$ cat config.mk
export PLATFORM = sky130hd
export DESIGN_NAME = mac_dot_ctrl
export DESIGN_NICKNAME = d
export VERILOG_FILES = /design/src/rtl/mac_dot_ctrl.sv
export SDC_FILE = /design/constraint.sdc
export NUM_CORES = 1
export LEC_CHECK = 0
export ABC_AREA = 0
export BUFFER_PORTS_ARGS = -buffer_cell sky130_fd_sc_hd__clkbuf_2
export CAP_MARGIN = 25
export CORE_UTILIZATION = 35
export DETAILED_ROUTE_END_ITERATION = 10
export GPL_TIMING_DRIVEN = 0
export HOLD_SLACK_MARGIN = 0.1
export PLACE_DENSITY = 0.72
export SLEW_MARGIN = 15
export SYNTH_ARGS = -nofsm -noshare
export SYNTH_HDL_FRONTEND = slang
export SYNTH_SLANG_ARGS = --single-unit
$ cat constraint.sdc
create_clock -name clk -period 1.8 [get_ports clk]
set_input_delay 0.45 -clock clk [delete_from_list [all_inputs] [get_ports clk]]
set_output_delay 0.45 -clock clk [all_outputs]
set_load 0.01 [all_outputs]
$ cat src/rtl/mac_dot_ctrl.sv
// mac_dot_ctrl: drives one external mac instance through a signed dot product of len operand pairs
// and returns the final accumulator on a valid/ready result port. abort cancels from any state.
module mac_dot_ctrl #(
   parameter int DATA_W = 8,
   parameter int ACC_W  = 32,
   parameter int LEN_W  = 8
) (
   input  logic              clk,
   input  logic              rst_n,
   input  logic              start,
   input  logic [LEN_W-1:0]  len,
   input  logic              abort,
   output logic              busy,
   input  logic              op_valid,
   output logic              op_ready,
   input  logic [DATA_W-1:0] op_a,
   input  logic [DATA_W-1:0] op_b,
   output logic              mac_en,
   output logic              mac_clear,
   output logic [DATA_W-1:0] mac_a,
   output logic [DATA_W-1:0] mac_b,
   input  logic [ACC_W-1:0]  mac_acc,
   output logic              res_valid,
   input  logic              res_ready,
   output logic [ACC_W-1:0]  res_data,
   output logic [2:0]        state_dbg
);

   // Handshakes (op_*, res_*): a transfer happens on a rising edge where valid and ready are both
   // high; the sender holds payload stable until then. abort suppresses both readies/valids.

   typedef enum logic [2:0] {
      IDLE  = 3'd0,
      CLEAR = 3'd1,
      RUN   = 3'd2,
      DRAIN = 3'd3,
      DONE  = 3'd4
   } state_t;

   localparam logic [LEN_W-1:0] ONE = 1;

   state_t           state;
   state_t           state_nx;
   logic [LEN_W-1:0] len_q;
   logic [LEN_W-1:0] cnt_q;
   logic [LEN_W-1:0] cnt_inc;
   logic             load;
   logic             beat;
   logic             capture;

   assign cnt_inc   = cnt_q + ONE;
   assign state_dbg = state;

   always_ff @(posedge clk or negedge rst_n) begin
      if (!rst_n) begin
         state    <= IDLE;
         len_q    <= '0;
         cnt_q    <= '0;
         res_data <= '0;
      end else begin
         state <= state_nx;
         if (load) begin
            len_q <= len;
            cnt_q <= '0;
         end else if (beat) begin
            cnt_q <= cnt_inc;
         end
         if (capture) begin
            res_data <= mac_acc;
         end
      end
   end

   always_comb begin
      state_nx  = state;
      busy      = (state != IDLE);
      op_ready  = 1'b0;
      mac_en    = 1'b0;
      mac_clear = 1'b0;
      mac_a     = '0;
      mac_b     = '0;
      res_valid = 1'b0;
      load      = 1'b0;
      beat      = 1'b0;
      capture   = 1'b0;

      case (state)
         IDLE: begin
            if (start) begin
               load     = 1'b1;
               state_nx = CLEAR;
            end
         end
         CLEAR: begin
            mac_clear = 1'b1;
            state_nx  = (len_q != '0) ? RUN : DRAIN;
         end
         RUN: begin
            op_ready = 1'b1;
            if (op_valid) begin
               mac_en = 1'b1;
               mac_a  = op_a;
               mac_b  = op_b;
               beat   = 1'b1;
               if (cnt_inc == len_q) begin
                  state_nx = DRAIN;
               end
            end
         end
         DRAIN: begin
            // The final beat was added to mac_acc on the edge that entered DRAIN.
            capture  = 1'b1;
            state_nx = DONE;
         end
         DONE: begin
            res_valid = 1'b1;
            if (res_ready) begin
               state_nx = IDLE;
            end
         end
         default: state_nx = IDLE;
      endcase

      // abort wins over everything; the MAC is left as-is for the next CLEAR to wipe.
      if (abort) begin
         state_nx  = IDLE;
         op_ready  = 1'b0;
         mac_en    = 1'b0;
         mac_clear = 1'b0;
         mac_a     = '0;
         mac_b     = '0;
         res_valid = 1'b0;
         load      = 1'b0;
         beat      = 1'b0;
         capture   = 1'b0;
      end
   end

endmodule
---- Yosys cells after proc, flatten, opt, wreduce, memory -nomap -nowiden ----
Cells that the tools add are included.
storage, ports and cells
  logic and storage cells ................. 48
  flip-flop bits (word level) ............. 51
  bits of input ports ..................... 62
operators by class
  eq/ne operators ......................... 9
  add/subtract/negate cells ............... 1
  mux-type cells .......................... 29
  reduce and logical (&&, ||, !) cells .... 5
operators with widths
  operator             count
  $mux 8               8
  $mux 1               15
  $mux 3               5
  $pmux 3 s5           1
  $ne 3x3->1 const B   4
  $add 8x1->8 const B  1
  $eq 8x8->1           1
  $reduce_bool 8->1    1
  $eq 3x2->1 const B   2
  $reduce_and 4->1     1
  $eq 3x1->1 const B   1
  $eq 3x3->1 const B   1
  $logic_not 3->1      1
  $reduce_bool 3->1    1
  $reduce_bool 2->1    1

---- Logic depth before layout (Yosys ltp) ----
Gate-level depths: netlist of the first run.
  word-level depth ........................ 6
  depth in mapped cells ................... 7
  gate-level depth less buffers ........... 6

---- Least setup slack after synthesis of the first run ----
No wires, ideal clock.
  kind .................................... reg2out
  start ................................... register state[0] (netlist: state_dbg[0])
  end ..................................... output port mac_a[0]
  arrival time ............................ 1.408 ns
  data required time ...................... 1.350 ns
  stages on the path, launching flop included .. 7
  slack ................................... -0.058 ns
  path through ............................ dfrtp_1 > buf_2 > nor2b_1 > nand3_2 > inv_1 > buf_2 > and2_1
on the way
  word-level cells in the longest chain between the ends .. 3
RTL lines
  element                   RTL line  RTL
  start: declaration        42        state_t state;
  start signal: assignment  61        state <= state_nx;
  $eq 3x2->1                87        case (state)
  $mux 8                    87
  $mux 8                    125       if (abort) begin
  end: declaration          20        output logic [DATA_W-1:0] mac_a,
Every way passes these cells.

---- Final worst setup path of the first run ----
  start ................................... register state[1] (netlist: state_dbg[1])
  end ..................................... output port mac_b[6]
on the way
  word-level cells in the longest chain between the ends .. 3
RTL lines
  element           RTL line  RTL
  $eq 3x2->1        87
  $mux 8            87
  $mux 8            125
  end: declaration  21        output logic [DATA_W-1:0] mac_b,
Every way passes these cells.

==> run_results.csv, run 1 <==
group,metric,value,unit
route,first_pass_iters,4,
clock_tree,cts.sinks,51,
sta,max_clock_freq,526,MHz
power_and_ir_drop,p_leak,1.81,nW
setup_path,end_kind,"output pin",
sta,hold_viol,0,
floorplan,die_x,85.3,µm
synth,avgSynthCellArea,12.0,µm²
setup_path,ff2ff_path_depth,6,
sta,clock_skew,0.00275,ns
finish,nets,405,
floorplan,io_pins,118,
worst_hold_path,hp-class,"in2async",
setup_path,worst_ep_arrival_time,1.45,ns
floorplan,fp-row-count,29,
route,drt_drc_violations_left,0,
finish,final-instance-count-excl-fill,420,
finish,layout-drive-gt1-share,0.656,
finish,layout_commonest_cell,"clkbuf_2",
synth,synth_top_family_by_area,"multiplexers",
finish,final_cell_mix,"clkbuf_2, dfrtp_1, mux2_2",
setup_path,rr_startpoint,"cnt_q[0]$_DFFE_PN0P_",
clock_tree,cts_buffers,5,
status,violations,"setup timing",
sta,min_period_over_period,1.06,
synth,seq_area_frac_synth,0.526,
clock_tree,clock_latency,0.30,ns
finish,register_area,1280,µm²
route,drt_wl_total,6050,µm
global_routing,grt_pass1_wl,9500,µm
place,gp_congestion,0.799,
route,ant_nets,0,
clock_tree,cts_buffer_depth,2,
global_routing,grt_antenna_before_repair,0,
synth,synth_xor_area_frac,0.0289,
setup_path,reg2reg_slack,0.06,ns
power_and_ir_drop,power_density,1120,nW/µm²
route,viasPerCell,4.97,
place,dp_cells,396,
route,vias,2086,
sta,tightest_slew,0.688,ns
setup_path,crit_required,1.35,ns
sta,setup_viol,18,
sta,period_needed,1.90,ns
sta,finalSetupTns,-1.36,ns
synth,yosysUniqueCellTypes,44,
sta,slew_headroom,0.542,
status,status,"finished with violations",
finish,diodes,0,
finish,syn_to_final_growth,47.9,%
place,postPlaceCellArea,3120,µm²
synth,synthMuxAreaShare,0.190,
finish,fillerInstances,537,
sta,post-route-worst-setup-slack,-0.100,ns
sta,finalMaxSlewViolations,0,
power_and_ir_drop,power,4.01,mW
synth,synth-simple-area-share,0.144,
synth,synth_flop_cell,"dfrtp_1",
floorplan,coreArea,6530,µm²
sta,rsz0062_at_grt,"true",
setup_path,crit_fanout,5,
setup_path,cp-start-kind,"flop",
place,port_buffers,117,
finish,stdcell_area,3590,µm²
job,maxCapViolations,0,
synth,ys_warn_count,0,
synth,synth-edff-count,0,
clock_tree,cts_tree,"built",
finish,multi_input_comb_area,1180,µm²
clock_tree,clkTransAtPathRegs,0.09,ns
synth,ys_async_sr_fraction,1.00,
route,wire_per_inst,14.4,µm
place,pre_cts_slack,-0.413,ns
global_routing,grt_max_degree,52,
place,hpwl,4180,µm
clock_tree,hold_buffers,0,
clock_tree,htreeDepth,2,
power_and_ir_drop,ir_drop,898,µV
floorplan,start_util,0.371,
clock_tree,cts_root_buf,"clkbuf_8",
synth,synthCells,202,
global_routing,grt.total_usage,0.167,
setup_path,crit_type,"reg2out",
setup_path,r2r_end,"state_dbg[0]$_DFFE_PN0P_",
floorplan,dieHeight,85.3,µm
global_routing,grt_pass1_vias,2043,
floorplan,die-area,7270,µm²
synth,syn_nets,265,
synth,synthAdderAreaFrac,0.00516,
synth,ys_ff_latch,51,
synth,synth.cell_area,2430,µm²
global_routing,grt_overflow,0,
synth,synth_compound_area_frac,0.0753,
route,first_iter_violations,92,
==> state kept, by name, indices dropped and copies added (netlist names) <==
signal / cells
cnt_q: 8
len_q: 8
res_data: 32
state_dbg: 3
==> logic make-up after synthesis <==
kind of cell	after synthesis
buffers and inverters	16
DFF	51
and+or+nand+nor	58
xor gates and xnor gates	8
AOI/OAI and AO/OA	27
muxes	41
adders and majority gates	1
==> metrics by stage <==
stage | hold slack, ns | utilization
after floorplan | 0.154 | -
after global placement | 0.490 | 0.477
after detailed placement | 0.494 | 0.477
after CTS | 0.231 | 0.526
after global routing | 0.274 | 0.549
final | 0.205 | 0.549
==> timing repair <==
item | 4_1_cts | 5_1_grt
gates resized for setup | 23 | 54
gates cloned | 0 | 1
endpoints found under the setup margin | 38 | 57
pin swaps | 4 | 18
buffers inserted | 14 | 4
==> report_power, final <==
part | internal, mW | total, mW | switching [mW]
registers | 1.55 | 1.82 | 0.264
logic | 0.750 | 1.37 | 0.620
clock network | 0.450 | 0.825 | 0.375
total | 2.75 | 4.01 | 1.26
==> worst max-delay path by stage <==
| stage | from | slack (ns) | depth (start not counted) | endpoint |
|---|---|---|---|---|
| 3_5_place_dp | abort | -0.41 | 7 | mac_a[7] |
| 4_1_cts | state_dbg[0]$_DFFE_PN0P_ | -0.16 | 7 | mac_a[7] |
| 3_3_place_gp | abort | -0.39 | 7 | mac_a[7] |
| 6_report | state_dbg[1]$_DFFE_PN0P_ | -0.10 | 6 | mac_b[6] |
| 5_1_grt | state_dbg[1]$_DFFE_PN0P_ | -0.19 | 6 | mac_b[6] |
| 2_1_floorplan | state_dbg[0]$_DFFE_PN0P_ | 0.003 | 6 | mac_a[7] |
==> cell type report <==
cell class                 instances  share of cell area
timing repair buffer             136               0.228
tap                               77              0.0268
buffer                             8              0.0209
multi-input combinational        135               0.328
clock buffer                       6              0.0230
clock inverter                     2             0.00976
sequential                        51               0.357
inverter                           5             0.00593
==> critical path: stages (launching register included) <==
cell	delay (ns)
dfrtp_1	0.41
nor2b_4	0.20
nand3_4	0.09
inv_4	0.09
buf_6	0.11
and2_1	0.12
buf_2	0.13
==> synthesized netlist by cell type (2+ instances only) <==
| cell | n | area share |
|---|---|---|
| nor4_1 | 2 | 0.0052 |
| nand2_1 | 7 | 0.011 |
| nand3_2 | 3 | 0.012 |
| buf_2 | 8 | 0.017 |
| nor2_1 | 8 | 0.012 |
| inv_1 | 5 | 0.0077 |
| or3_1 | 2 | 0.0052 |
| dfrtp_1 | 51 | 0.53 |
| nand4_1 | 2 | 0.0052 |
| a21oi_1 | 3 | 0.0062 |
| and2_1 | 19 | 0.049 |
| mux2_2 | 40 | 0.19 |
| o21ai_0 | 11 | 0.023 |
| and4_2 | 2 | 0.0083 |
| xor2_1 | 2 | 0.0072 |
| nand3_1 | 4 | 0.0083 |
| xnor2_1 | 6 | 0.022 |
==> per-layer routing <==
| metal | track usage | up-vias | part of all wire |
|---|---|---|---|
| met5 | 0 | - | 0 |
| met4 | 0.0591 | 0 | 0.016 |
| met3 | 0.0477 | 10 | 0.080 |
| met2 | 0.290 | 103 | 0.50 |
| met1 | 0.197 | 983 | 0.40 |
| li1 | - | 990 | - |
Power figures use the tool's default switching activity.
==> run 2, diff against run 1 <==
- CORE_UTILIZATION: 35 -> 41
- PLACE_DENSITY: 0.72 -> 0.81
==> run_results.csv, run 2 (synthesized netlist as in run 1, its figures left out) <==
group,metric,value,unit
power_and_ir_drop,power,3.90,mW
floorplan,die-area,6230,µm²
setup_path,reg2reg_slack,0.04,ns
floorplan,coreArea,5610,µm²
finish,largest_registers,"res_data: 32 flops, cnt_q: 8 flops, len_q: 8 flops",
setup_path,r2r_end,"res_data[25]$_DFFE_PN0P_",
finish,layout-drive-gt1-share,0.657,
global_routing,grt_overflow,0,
status,violations,"setup timing",
route,viasPerCell,5.16,
route,vias,2148,
sta,max_clock_freq,497,MHz
sta,post-route-worst-setup-slack,-0.214,ns
clock_tree,cts_buffer_depth,2,
setup_path,crit_fanout,5,
finish,stdcell_area,3590,µm²
global_routing,grt.total_usage,0.188,
route,ant_nets,0,
clock_tree,hold_buffers,0,
sta,clock_skew,0.00298,ns
sta,rsz0062_at_grt,"true",
finish,post-route-util,0.641,
clock_tree,htreeDepth,2,
clock_tree,cts_buffers,5,
global_routing,grt_pass1_vias,2087,
route,dr_wl_met3,492,µm
setup_path,ff2ff_path_depth,6,
place,gp_congestion,0.815,
floorplan,fp-row-count,27,
status,status,"finished with violations",
finish,nets,406,
worst_hold_path,hp-class,"in2async",
finish,regMostFlops,"res_data",
finish,final_cell_mix,"clkbuf_2, dfrtp_1, mux2_2",
place,pre_cts_slack,-0.390,ns
finish,multi_input_comb_area,1190,µm²
floorplan,die_x,78.9,µm
floorplan,io_pins,118,
power_and_ir_drop,power_density,1090,nW/µm²
finish,fillerInstances,451,
route,wire_per_inst,14.9,µm
finish,syn_to_final_growth,48.1,%
place,hpwl,3990,µm
finish,diodes,0,
sta,setup_viol,20,
route,drt_drc_violations_left,0,
job,maxCapViolations,0,
floorplan,dieHeight,78.9,µm
setup_path,crit_type,"reg2out",
finish,largest_reg_flops,32,
finish,layout_commonest_cell,"clkbuf_2",
finish,register_area,1280,µm²
clock_tree,cts_root_buf,"clkbuf_8",
clock_tree,cts.sinks,51,
setup_path,end_kind,"output pin",
sta,slew_headroom,0.542,
place,port_buffers,117,
sta,period_needed,2.01,ns
route,m1WireLength,2310,µm
clock_tree,clkTransAtPathRegs,0.09,ns
route,first_iter_violations,87,
finish,final-instance-count-excl-fill,416,
global_routing,grt_pass1_wl,9070,µm
floorplan,start_util,0.433,
setup_path,crit_required,1.35,ns
place,postPlaceCellArea,3110,µm²
place,dp_cells,391,
power_and_ir_drop,ir_drop,882,µV
clock_tree,cts_tree,"built",
power_and_ir_drop,p_leak,1.80,nW
clock_tree,clock_latency,0.30,ns
route,drt_wl_total,6200,µm
sta,tightest_slew,0.687,ns
route,wl_met2,3310,µm
sta,min_period_over_period,1.12,
route,top_layer,"met4",
setup_path,cp-start-kind,"flop",
setup_path,worst_ep_arrival_time,1.56,ns
global_routing,grt_antenna_before_repair,0,
sta,hold_viol,0,
global_routing,grt_max_degree,52,
setup_path,rr_startpoint,"state_dbg[2]$_DFFE_PN0P_",
sta,finalMaxSlewViolations,0,
route,first_pass_iters,4,
## run 2: cell types whose count changed in the layout (fill, tap and decap cells not counted), sizes merged
| cell | before | now |
|---|---|---|
| clkbuf | 105 | 106 |
| bufinv | 1 | 0 |
| buf | 45 | 46 |
## run 2: worst max-delay path by stage
stage | start | to | slack [ns]
2_1_floorplan | state_dbg[0]$_DFFE_PN0P_ | mac_a[7] | 0.003
3_3_place_gp | abort | mac_b[0] | -0.39
3_5_place_dp | abort | mac_b[2] | -0.39
4_1_cts | state_dbg[0]$_DFFE_PN0P_ | mac_a[0] | -0.19
5_1_grt | state_dbg[0]$_DFFE_PN0P_ | mac_a[2] | -0.27
6_report | state_dbg[0]$_DFFE_PN0P_ | mac_a[2] | -0.21
## run 2: final cells by class
cell class	instances	share of cell area
timing repair buffer	135	0.230
clock inverter	1	0.00244
tap	72	0.0251
multi-input combinational	135	0.331
clock buffer	7	0.0240
inverter	5	0.00662
sequential	51	0.356
buffer	10	0.0240
## run 2: critical path, cell delays in order (launching register included)
cell and delay, ns:
dfrtp_1 0.41, buf_6 0.14, nor2b_4 0.15, nand3_4 0.12
inv_6 0.10, buf_6 0.11, and2_4 0.14, buf_6 0.09
## run 2: per-layer routing
metal,up-vias,global-route usage
met5,-,0
met4,0,0.0836
met3,8,0.0598
met2,106,0.332
met1,1041,0.204
li1,993,-
## run 2: power breakdown
part	total (mW)	internal (mW)	switching [mW]	leakage, nW
registers	1.81	1.55	0.258	0.653
clock network	0.690	0.316	0.374	0.0484
logic	1.40	0.771	0.630	1.10
## run 2: repair_timing
| action | CTS | global route |
|---|---|---|
| gates resized for setup | 19 | 60 |
| endpoints found under the setup margin | 34 | 58 |
| endpoints found under the hold margin | 0 | 0 |
| pin swaps | 3 | 21 |
| gates cloned | 0 | 1 |
| setup buffers | 9 | 8 |
## run 2: metrics by stage
stage | hold WS [ns] | setup TNS [ns]
floorplan | 0.154 | 0
global placement | 0.488 | -7.96
finish | 0.209 | -3.74
detailed placement | 0.494 | -8.64
global route | 0.262 | -5.04
CTS | 0.229 | -3.09
